$ cat src/rtl/tribus_arbiter.sv
// tribus_arbiter: two-master tri-state bus arbiter with burst rotation and output capture; define TRIBUS_XCHECK_EN to flag x/z captures
module tribus_arbiter #(
  parameter int WIDTH     = 8,
  parameter int MAX_BURST = 4
) (
  input  logic             clk,
  input  logic             rst_n,
  input  logic             req0,
  input  logic             req1,
  output logic             gnt0,
  output logic             gnt1,
  input  logic [WIDTH-1:0] bus_in,
  output logic [WIDTH-1:0] out_data,
  output logic             out_src,
  output logic             out_valid,
  input  logic             out_ready,
  output logic             err,
  output logic [7:0]       err_cnt
);
  typedef enum logic [1:0] {IDLE, GNT0, GNT1, TURN} state_t;
  localparam logic [3:0] MAX_B = 4'(MAX_BURST);
  state_t state, state_nx, pick;
  logic last_owner, own_req, oth_req, granted, rotate, cap, entry;
  logic [3:0] burst_cnt;
  always_comb begin
    granted  = state == GNT0 || state == GNT1;
    own_req  = state == GNT0 ? req0 : req1;
    oth_req  = state == GNT0 ? req1 : req0;
    rotate   = granted && burst_cnt == MAX_B && oth_req;
    cap      = granted && own_req && !rotate && (!out_valid || out_ready);
    pick     = req0 && req1 ? (last_owner ? GNT0 : GNT1) : req0 ? GNT0 : req1 ? GNT1 : IDLE;
    state_nx = !granted ? pick : (!own_req || rotate) ? TURN : state;
    entry    = state_nx != state && (state_nx == GNT0 || state_nx == GNT1);
  end
  always_ff @(posedge clk) begin
    if (!rst_n) begin
      state      <= IDLE;
      gnt0       <= 1'b0;
      gnt1       <= 1'b0;
      last_owner <= 1'b1;
      burst_cnt  <= '0;
      out_data   <= '0;
      out_src    <= 1'b0;
      out_valid  <= 1'b0;
    end else begin
      state <= state_nx;
      gnt0  <= state_nx == GNT0;
      gnt1  <= state_nx == GNT1;
      if (entry) begin
        last_owner <= state_nx == GNT1;
        burst_cnt  <= '0;
      end else if (cap && burst_cnt != MAX_B) begin
        burst_cnt <= burst_cnt + 4'd1;
      end
      if (cap) begin
        out_data  <= bus_in;
        out_src   <= state == GNT1;
        out_valid <= 1'b1;
      end else if (out_ready) begin
        out_valid <= 1'b0;
      end
    end
  end
`ifdef TRIBUS_XCHECK_EN
  logic bad;
  assign bad = cap && ((^bus_in) === 1'bx);
  always_ff @(posedge clk) begin
    if (!rst_n) begin
      err     <= 1'b0;
      err_cnt <= '0;
    end else begin
      err <= bad;
      if (bad && err_cnt != 8'hFF) err_cnt <= err_cnt + 8'd1;
    end
  end
`else
  assign err     = 1'b0;
  assign err_cnt = '0;
`endif
endmodule

$ cat config.mk
export PLATFORM = sky130hd
export DESIGN_NAME = tribus_arbiter
export DESIGN_NICKNAME = d
export VERILOG_FILES = /design/src/rtl/tribus_arbiter.sv
export SDC_FILE = /design/constraint.sdc
export NUM_CORES = 1
export LEC_CHECK = 0
export CAP_MARGIN = 20
export CORE_ASPECT_RATIO = 0.6
export CORE_UTILIZATION = 35
export DETAILED_ROUTE_END_ITERATION = 7
export GPL_TIMING_DRIVEN = 0
export PLACE_DENSITY_LB_ADDON = 0.2
export REMOVE_ABC_BUFFERS = 1
export SKIP_LAST_GASP = 1
export SYNTH_ARGS = -nofsm -noshare
export SYNTH_HDL_FRONTEND = slang
export SYNTH_SLANG_ARGS = --single-unit
$ cat constraint.sdc
create_clock -name clk -period 2.45 [get_ports clk]
set_clock_uncertainty 0.05 [all_clocks]
set_input_delay 0.245 -clock clk [delete_from_list [all_inputs] [get_ports clk]]
set_output_delay 0.245 -clock clk [all_outputs]
set_load 0.02 [all_outputs]
==> impl_metrics.ini, run 1 <==
[run_status]
status = finished, final reports clean

[synth]
syn-cell-area_sq_um = 936
synthCells = 112
ys_seq_elements = 19
synth_ff_type = dfxtp_1
synth_async_sr_flop_share = 0
synth_top_area_share = 0.406
synth_common_cells = 19 x dfxtp_1, 13 x a21oi_1, 12 x o21ai_0
yosys.area.top_type = dfxtp_1
avgSynthCellArea_sq_um = 8.36
synth_edf_count = 0
yosysWarningCount = 0
synth_cell_types = 30
synth.most_common_cell = dfxtp_1
ys_top_cells_by_area = dfxtp_1 41%, buf_4 7.2%, a21oi_1 7.0%
ys_seq_area_frac = 0.406

[worst_setup_path]
crit_path_end_kind = register
cp_cell_sequence = inv_1 -> ha_1 -> or3_1 -> or4_1 -> a21oi_1
slowest_stage = or3_1
cp_max_fo = 13
slowest_delay_ns = 0.58
critical_path_class = reg -> reg
crit_path_start_kind = register
cp_data_arrival_time_ns = 2.38
cp.required_ns = 2.59

[timing]
fin_crit_ns = 2.24
timing.slew.headroom = 0.374
max_freq_mhz = 446
tightest_slew_ns = 0.932
post-route-period-util = 0.914
finalSetupViolations = 0
fin_hold_ws_ns = 0.424
fin_tns_setup_ns = 0
hold_viol_final = 0
rsz0062_at_grt = no
final_max_slew_viol_count = 0

[global_routing]
grt_overflow_total = 0
gr-usage-all-layers = 0.155
grt_max_degree = 14
grt_pass1_vias = 724
grt_antenna_before_repair = 0
grt_pass1_wl_microns = 3280

[place]
place.port_buffers = 24
hpwlAfterDp_microns = 1410
place_congestion = 0.827

[job]
cap_viol_max_count = 0

[floorplanning]
core_sq_mm = 0.00252
die_area_sq_mm = 0.00289
io-pin-count = 34
start_util = 0.371
die_w_microns = 68.8
die_height_microns = 42.1
rows = 14

[clocking]
cts_sinks = 19
numCtsBuffers = 3
clock_latency_ns = 0.25
ctsHoldBuffers = 0
ctsLongestPathBuffers = 2
ctsRootBufferMaster = clkbuf_8
cts_tree = built
post_cts_buffers = 0
h-tree-depth = 1
clk_pin_slew_ns = 0.07
ctsResizeCount = 0

[layout]
nets = 151
seq_area_sq_um = 380
syn_to_final_growth_pct = 28.2
multiInputGateArea_sq_um = 468
n_fill_cell = 254
diodes = 0
drive_gt1_frac = 0.0226

[drt]
drtAntennaViolNets = 0
vias_per_cell = 4.88
drt_iter0_markers = 44
wirelength_microns = 1960
drcViolationCount = 0
routedWlPerCell_microns = 11.9
dr.pass1.iters = 4
num_vias = 806

[power]
power.density_mw_per_mm2 = 1070
vdd_drop_max_uv = 661
p_leak_nw = 0.447

[min_path]
hp-class = reg -> reg
==> layout make-up <==
type,count,share of cell area
repair buffers,24,0.200
well taps,32,0.0334
multi-input cells,79,0.390
inverters,7,0.0219
clock buffers,4,0.0375
flip-flops and latches,19,0.317
==> critical path, delay by kind of cell (launching register included) <==
kind,cells,cell delay (ns)
flops,1,0.38
buf+inv,1,0.09
compound gates,1,0.14
fa+ha+maj,1,0.41
simple gates,2,1.10
==> cells in the final DEF, fill, tap and decap left out, types with 3 or more instances in the layout <==
| cell | netlist | final |
|---|---|---|
| nor2_1 | 3 | 3 |
| a21oi_1 | 13 | 13 |
| nand3_1 | 11 | 11 |
| nand2b_1 | 3 | 3 |
| clkbuf_8 | 0 | 3 |
| nor3_1 | 3 | 3 |
| clkdlybuf4s50_1 | 0 | 24 |
| conb_1 | 1 | 9 |
| ha_1 | 4 | 4 |
| o21ai_0 | 12 | 12 |
| dfxtp_1 | 19 | 19 |
| inv_1 | 7 | 7 |
==> through the flow <==
| stage | setup slack, ns | instance area (sq um) | total power [mW] | util | instances |
|---|---|---|---|---|---|
| 2_1_floorplan | 0.442 | 875 | 0.854 | - | 105 |
| 3_3_place_gp | 0.142 | 1150 | 1.06 | 0.458 | 161 |
| 4_1_cts | 0.228 | 1200 | 1.29 | 0.476 | 165 |
| 6_report | 0.210 | 1200 | 1.28 | 0.476 | 165 |
| 5_1_grt | 0.0453 | 1200 | 1.39 | 0.476 | 165 |
| 3_5_place_dp | 0.0783 | 1150 | 1.07 | 0.458 | 161 |
==> flip-flops by register name, summed over array words and instances, names as in the netlist <==
signal and count:
out_data 8, burst_cnt 4, state 2, gnt0 1, gnt1 1, last_owner 1, out_src 1, out_valid 1
==> where the power goes <==
group / internal [mW] / switching, mW / leakage [nW] / total, mW
Sequential: 0.399 / 0.0586 / 0.155 / 0.458
Clock: 0.116 / 0.0997 / 0.0228 / 0.215
Combinational: 0.268 / 0.343 / 0.269 / 0.611
==> routing by layer <==
| layer | vias to the layer above | track usage | part of all wire |
|---|---|---|---|
| met5 | - | 0 | 0 |
| met4 | 0 | 0.0490 | 0.0041 |
| met3 | 2 | 0.0652 | 0.062 |
| met2 | 24 | 0.190 | 0.40 |
| met1 | 364 | 0.236 | 0.54 |
| li1 | 416 | - | - |
==> logic make-up after synthesis <==
logic type | count (synthesis) | share of synthesized area
DFF | 19 | 0.406
AOI/OAI and AO/OA | 33 | 0.205
xor gates and xnor gates | 1 | 0.00936
buffers and inverters | 22 | 0.126
and+or+nand+nor | 30 | 0.175
other | 1 | 0.00401
muxes | 2 | 0.0214
adders and majority gates | 4 | 0.0535
==> worst paths after layout <==
check / startpoint / to / slack, ns / cells after the start
setup / recovery: state[0] / burst_cnt[3] / 0.21 / 5
hold reg to reg: out_data[7] / out_data[7] / 0.42 / 2
hold / removal: out_data[7] / out_data[7] / 0.42 / 2
setup reg to reg: state[0] / burst_cnt[3] / 0.21 / 5
Power figures use the tool's default switching activity.
==> run 2: changes to the inputs <==
--- a/config.mk
+++ b/config.mk
@@ -7,6 +7,7 @@
 export LEC_CHECK = 0
 export CAP_MARGIN = 20
 export CORE_ASPECT_RATIO = 0.6
+export CORE_MARGIN = 2
 export CORE_UTILIZATION = 35
 export DETAILED_ROUTE_END_ITERATION = 7
 export GPL_TIMING_DRIVEN = 0
@@ -16,3 +17,4 @@
 export SYNTH_ARGS = -nofsm -noshare
 export SYNTH_HDL_FRONTEND = slang
 export SYNTH_SLANG_ARGS = --single-unit
+export TNS_END_PERCENT = 10
==> run 2 against run 1 <==
Sequential share of layout area is the same. Sequential power is essentially flat. Combinational power is essentially flat. Critical endpoint unchanged.
==> impl_metrics.ini, run 2 (synthesized netlist as in run 1, its figures left out) <==
[clocking]
ctsResizeCount = 0
post_cts_buffers = 0
ctsHoldBuffers = 0
clock_latency_ns = 0.25
cts_tree = built
ctsRootBufferMaster = clkbuf_8
cts_sinks = 19
ctsLongestPathBuffers = 2
clk_pin_slew_ns = 0.07
h-tree-depth = 1
numCtsBuffers = 3

[power]
cell_internal_pwr_mw = 0.783
clockPowerShare = 0.167
comb_power_share = 0.476
seq_power_share = 0.357
power.density_mw_per_mm2 = 1070
p_leak_nw = 0.447
p_sw_frac = 0.390
power.total_mw = 1.28
p_sw_mw = 0.501
vdd_drop_max_uv = 444

[worst_setup_path]
slowest_delay_ns = 0.57
cp_num_cells = 5
cp_max_fo = 13
rrSetupSlack_ns = 0.21
rr_worst_depth = 5
critical_path_class = reg -> reg
startpoint = state[0]
r2r_end = burst_cnt[3]
cp_cell_sequence = inv_1 -> ha_1 -> or3_1 -> or4_1 -> a21oi_1
cp_data_arrival_time_ns = 2.37
crit_path_end_kind = register
slowest_stage = or3_1
crit_path_start_kind = register
r2r-start = state[0]
crit_buf_inv = 1
crit_family = simple AND/OR/NAND/NOR gates
cp.required_ns = 2.58

[place]
place.port_buffers = 24
place_congestion = 0.758
pre_cts_ws_ns = 0.0531
dp.cells = 161
placed_cell_area_sq_mm = 0.00115
hpwlAfterDp_microns = 1530

[timing]
timing.slew.headroom = 0.336
finalSetupViolations = 0
rsz0062_at_grt = no
fin_hold_ws_ns = 0.427
worst_slack_ns = 0.213
max_freq_mhz = 447
final_max_slew_viol_count = 0
post-route-period-util = 0.913
hold_viol_final = 0
fin_crit_ns = 2.24
fin_tns_setup_ns = 0
tightest_slew_ns = 0.988

[floorplanning]
core_sq_mm = 0.00252
die_height_microns = 44.1
rows = 14
die_w_microns = 70.8
die_area_sq_mm = 0.00312
io-pin-count = 34
start_util = 0.371

[layout]
top_register = out_data
layout_commonest_cell = clkdlybuf4s50_1
fin_cells = 165
n_fill_cell = 250
final_cell_area_sq_mm = 0.00120
post-route-util = 0.476
syn_to_final_growth_pct = 28.2
reg.largest.list = out_data x8, burst_cnt x4, state x2
final_cell_mix = 24 x clkdlybuf4s50_1, 19 x dfxtp_1, 13 x a21oi_1
diodes = 0
nets = 151
largest_reg_flops = 8
drive_gt1_frac = 0.0226

[run_status]
status = finished, final reports clean

[global_routing]
gr-usage-all-layers = 0.149
use_met2 = 0.237
top_usage_layer = met2
grt_util_met3 = 0.0661
grt_antenna_before_repair = 0
grt_max_degree = 14
met1_usage = 0.191
grt_pass1_wl_microns = 3610
grt_overflow_total = 0
grt_pass1_vias = 769

[drt]
drtAntennaViolNets = 0
wirelength_microns = 2070
routedWlPerCell_microns = 12.5
vias_per_cell = 5.00
dr.pass1.iters = 4
drcViolationCount = 0
drt_iter0_markers = 41
num_vias = 825

[min_path]
hp-class = reg -> reg
worst_hold_startpoint = out_data[4]
hold_depth = 2
worstHoldEndpoint = out_data[4]

[job]
cap_viol_max_count = 0
[run 2: cell counts in the layout (fill, tap and decap cells not counted)]
Identical to the previous run, type by type.
[run 2: cell type report]
class                      count  area [sq um]  share of cell area
inverter                       7          26.3              0.0219
clock buffer                   4          45.0              0.0375
sequential                    19           380               0.317
multi-input combinational     79           468               0.390
tap                           32          40.0              0.0334
timing repair buffer          24           240               0.200
[run 2: per-layer routing]
layer / vias to the layer above / part of all wire
met3: 2 / 0.074
li1: 417 / -
met4: 0 / 0.0053
met5: - / 0
met1: 378 / 0.48
met2: 28 / 0.44
[run 2: worst min-delay path: stages (launching register included)]
cell and delay (ns):
dfxtp_1 0.31, o21ai_0 0.06, a21oi_1 0.06
[run 2: power by group through the flow]
stage                     Sequential (mW)  Combinational, mW  Clock (mW)
after floorplan                     0.529              0.325           0
after global placement              0.461              0.597           0
after detailed placement            0.466              0.616           0
after CTS                           0.459              0.618       0.221
after global routing                0.475              0.681       0.243
final                               0.458              0.612       0.214
[run 2: how the worst max path moves through the flow]
stage | to | slack [ns]
3_5_place_dp | burst_cnt[3] | 0.05
2_1_floorplan | burst_cnt[3] | 0.44
3_3_place_gp | burst_cnt[3] | 0.13
4_1_cts | burst_cnt[3] | 0.21
5_1_grt | burst_cnt[3] | 0.05
6_report | burst_cnt[3] | 0.21
==> run 3: changes to the inputs <==
--- a/config.mk
+++ b/config.mk
@@ -10,6 +10,7 @@
 export CORE_MARGIN = 2
 export CORE_UTILIZATION = 35
 export DETAILED_ROUTE_END_ITERATION = 7
+export DONT_BUFFER_PORTS = 1
 export GPL_TIMING_DRIVEN = 0
 export PLACE_DENSITY_LB_ADDON = 0.2
 export REMOVE_ABC_BUFFERS = 1
==> run 3 against run 2 <==
Clock power shrank 2%. Power is 10% lower. Utilization fell by 9.5 points. Die area did not move. Critical path type unchanged.
==> impl_metrics.ini, run 3 (synthesized netlist as in run 1, its figures left out) <==
[run_status]
status = finished, final reports clean

[clocking]
ctsLongestPathBuffers = 2
cts_sinks = 19
clk_pin_slew_ns = 0.07
h-tree-depth = 1
ctsHoldBuffers = 0
cts_tree = built
ctsRootBufferMaster = clkbuf_8
clock_latency_ns = 0.25
ctsResizeCount = 0
numCtsBuffers = 3
post_cts_buffers = 0

[timing]
post-route-period-util = 0.920
max_freq_mhz = 444
tightest_slew_ns = 1.03
finalSetupViolations = 0
final_max_slew_viol_count = 0
hold_viol_final = 0
fin_tns_setup_ns = 0
worst_slack_ns = 0.195
timing.slew.headroom = 0.305
rsz0062_at_grt = no
fin_crit_ns = 2.25

[drt]
routedWlPerCell_microns = 13.7
drtAntennaViolNets = 0
wirelength_microns = 1940
vias_per_cell = 5.16
dr.pass1.iters = 4
drt_iter0_markers = 12
drcViolationCount = 0
num_vias = 728

[worst_setup_path]
crit_path_end_kind = register
cp_max_fo = 13
r2r-start = state[0]
rr_worst_depth = 5
cp.required_ns = 2.58
cp_data_arrival_time_ns = 2.39
crit_path_start_kind = register
critical_path_class = reg -> reg
r2r_end = burst_cnt[3]
rrSetupSlack_ns = 0.20

[layout]
post-route-util = 0.380
largest_reg_flops = 8
syn_to_final_growth_pct = 2.54
final_cell_mix = 19 x dfxtp_1, 13 x a21oi_1, 12 x o21ai_0
layout_commonest_cell = dfxtp_1
top_register = out_data
reg.largest.list = out_data x8, burst_cnt x4, state x2
nets = 127
drive_gt1_frac = 0.0275
diodes = 0
final_cell_area_sq_um = 960

[floorplanning]
start_util = 0.371
die_height_microns = 44.1
core_sq_mm = 0.00252
die_area_sq_mm = 0.00312
rows = 14
io-pin-count = 34
die_w_microns = 70.8

[place]
place.port_buffers = 0
pre_cts_ws_ns = 0.207
placed_cell_area_sq_um = 915
place_congestion = 0.789

[power]
power.density_mw_per_mm2 = 1200
vdd_drop_max_uv = 491
p_leak_nw = 0.358
power.total_mw = 1.15

[job]
cap_viol_max_count = 0

[min_path]
worstHoldEndpoint = last_owner
hp-class = in -> reg
hold_depth = 1
worst_hold_startpoint = rst_n

[global_routing]
grt_max_degree = 14
grt_pass1_wl_microns = 3100
gr-usage-all-layers = 0.131
grt_antenna_before_repair = 0
grt_pass1_vias = 652
grt_overflow_total = 0
==> run 3: per-layer routing <==
metal | vias up | global-route usage | wire, microns
met2 | 26 | 0.196 | 802
met1 | 333 | 0.168 | 935
met3 | 0 | 0.0752 | 197
li1 | 369 | - | -
met4 | 0 | 0.0226 | 0
met5 | - | 0 | 0
==> run 3: area by class of cell <==
class | count | area [sq um]
clock buffer | 4 | 45.0
fill | 263 | 1560
inverter | 7 | 26.3
multi-input combinational | 79 | 468
sequential | 19 | 380
tap | 32 | 40.0
==> run 3: through the flow <==
step / hold slack, ns / std cells
final: 0.00866 / 141
after global routing: 0.00630 / 141
after CTS: 0.00182 / 141
after detailed placement: 0.268 / 137
after global placement: 0.264 / 137
after floorplan: 0.257 / 105
==> run 3: critical path: stages, from the launching register on <==
cell	delay [ns]
dfxtp_1	0.39
inv_1	0.10
ha_1	0.41
or3_1	0.58
or4_1	0.51
a21oi_1	0.14
==> run 3: how the worst max path moves through the flow <==
stage,startpoint,to,slack [ns],depth (start not counted)
4_1_cts,state[0],burst_cnt[3],0.19,5
3_5_place_dp,state[0],burst_cnt[3],0.21,5
5_1_grt,state[0],out_data[3],0.05,5
3_3_place_gp,state[0],burst_cnt[3],0.26,5
2_1_floorplan,state[0],burst_cnt[3],0.44,5
6_report,state[0],burst_cnt[3],0.20,5
==> run 3: where the power goes <==
group | switching, mW | total (mW) | internal (mW)
Combinational | 0.244 | 0.402 | 0.158
Clock | 0.0941 | 0.209 | 0.115
Sequential | 0.143 | 0.543 | 0.400
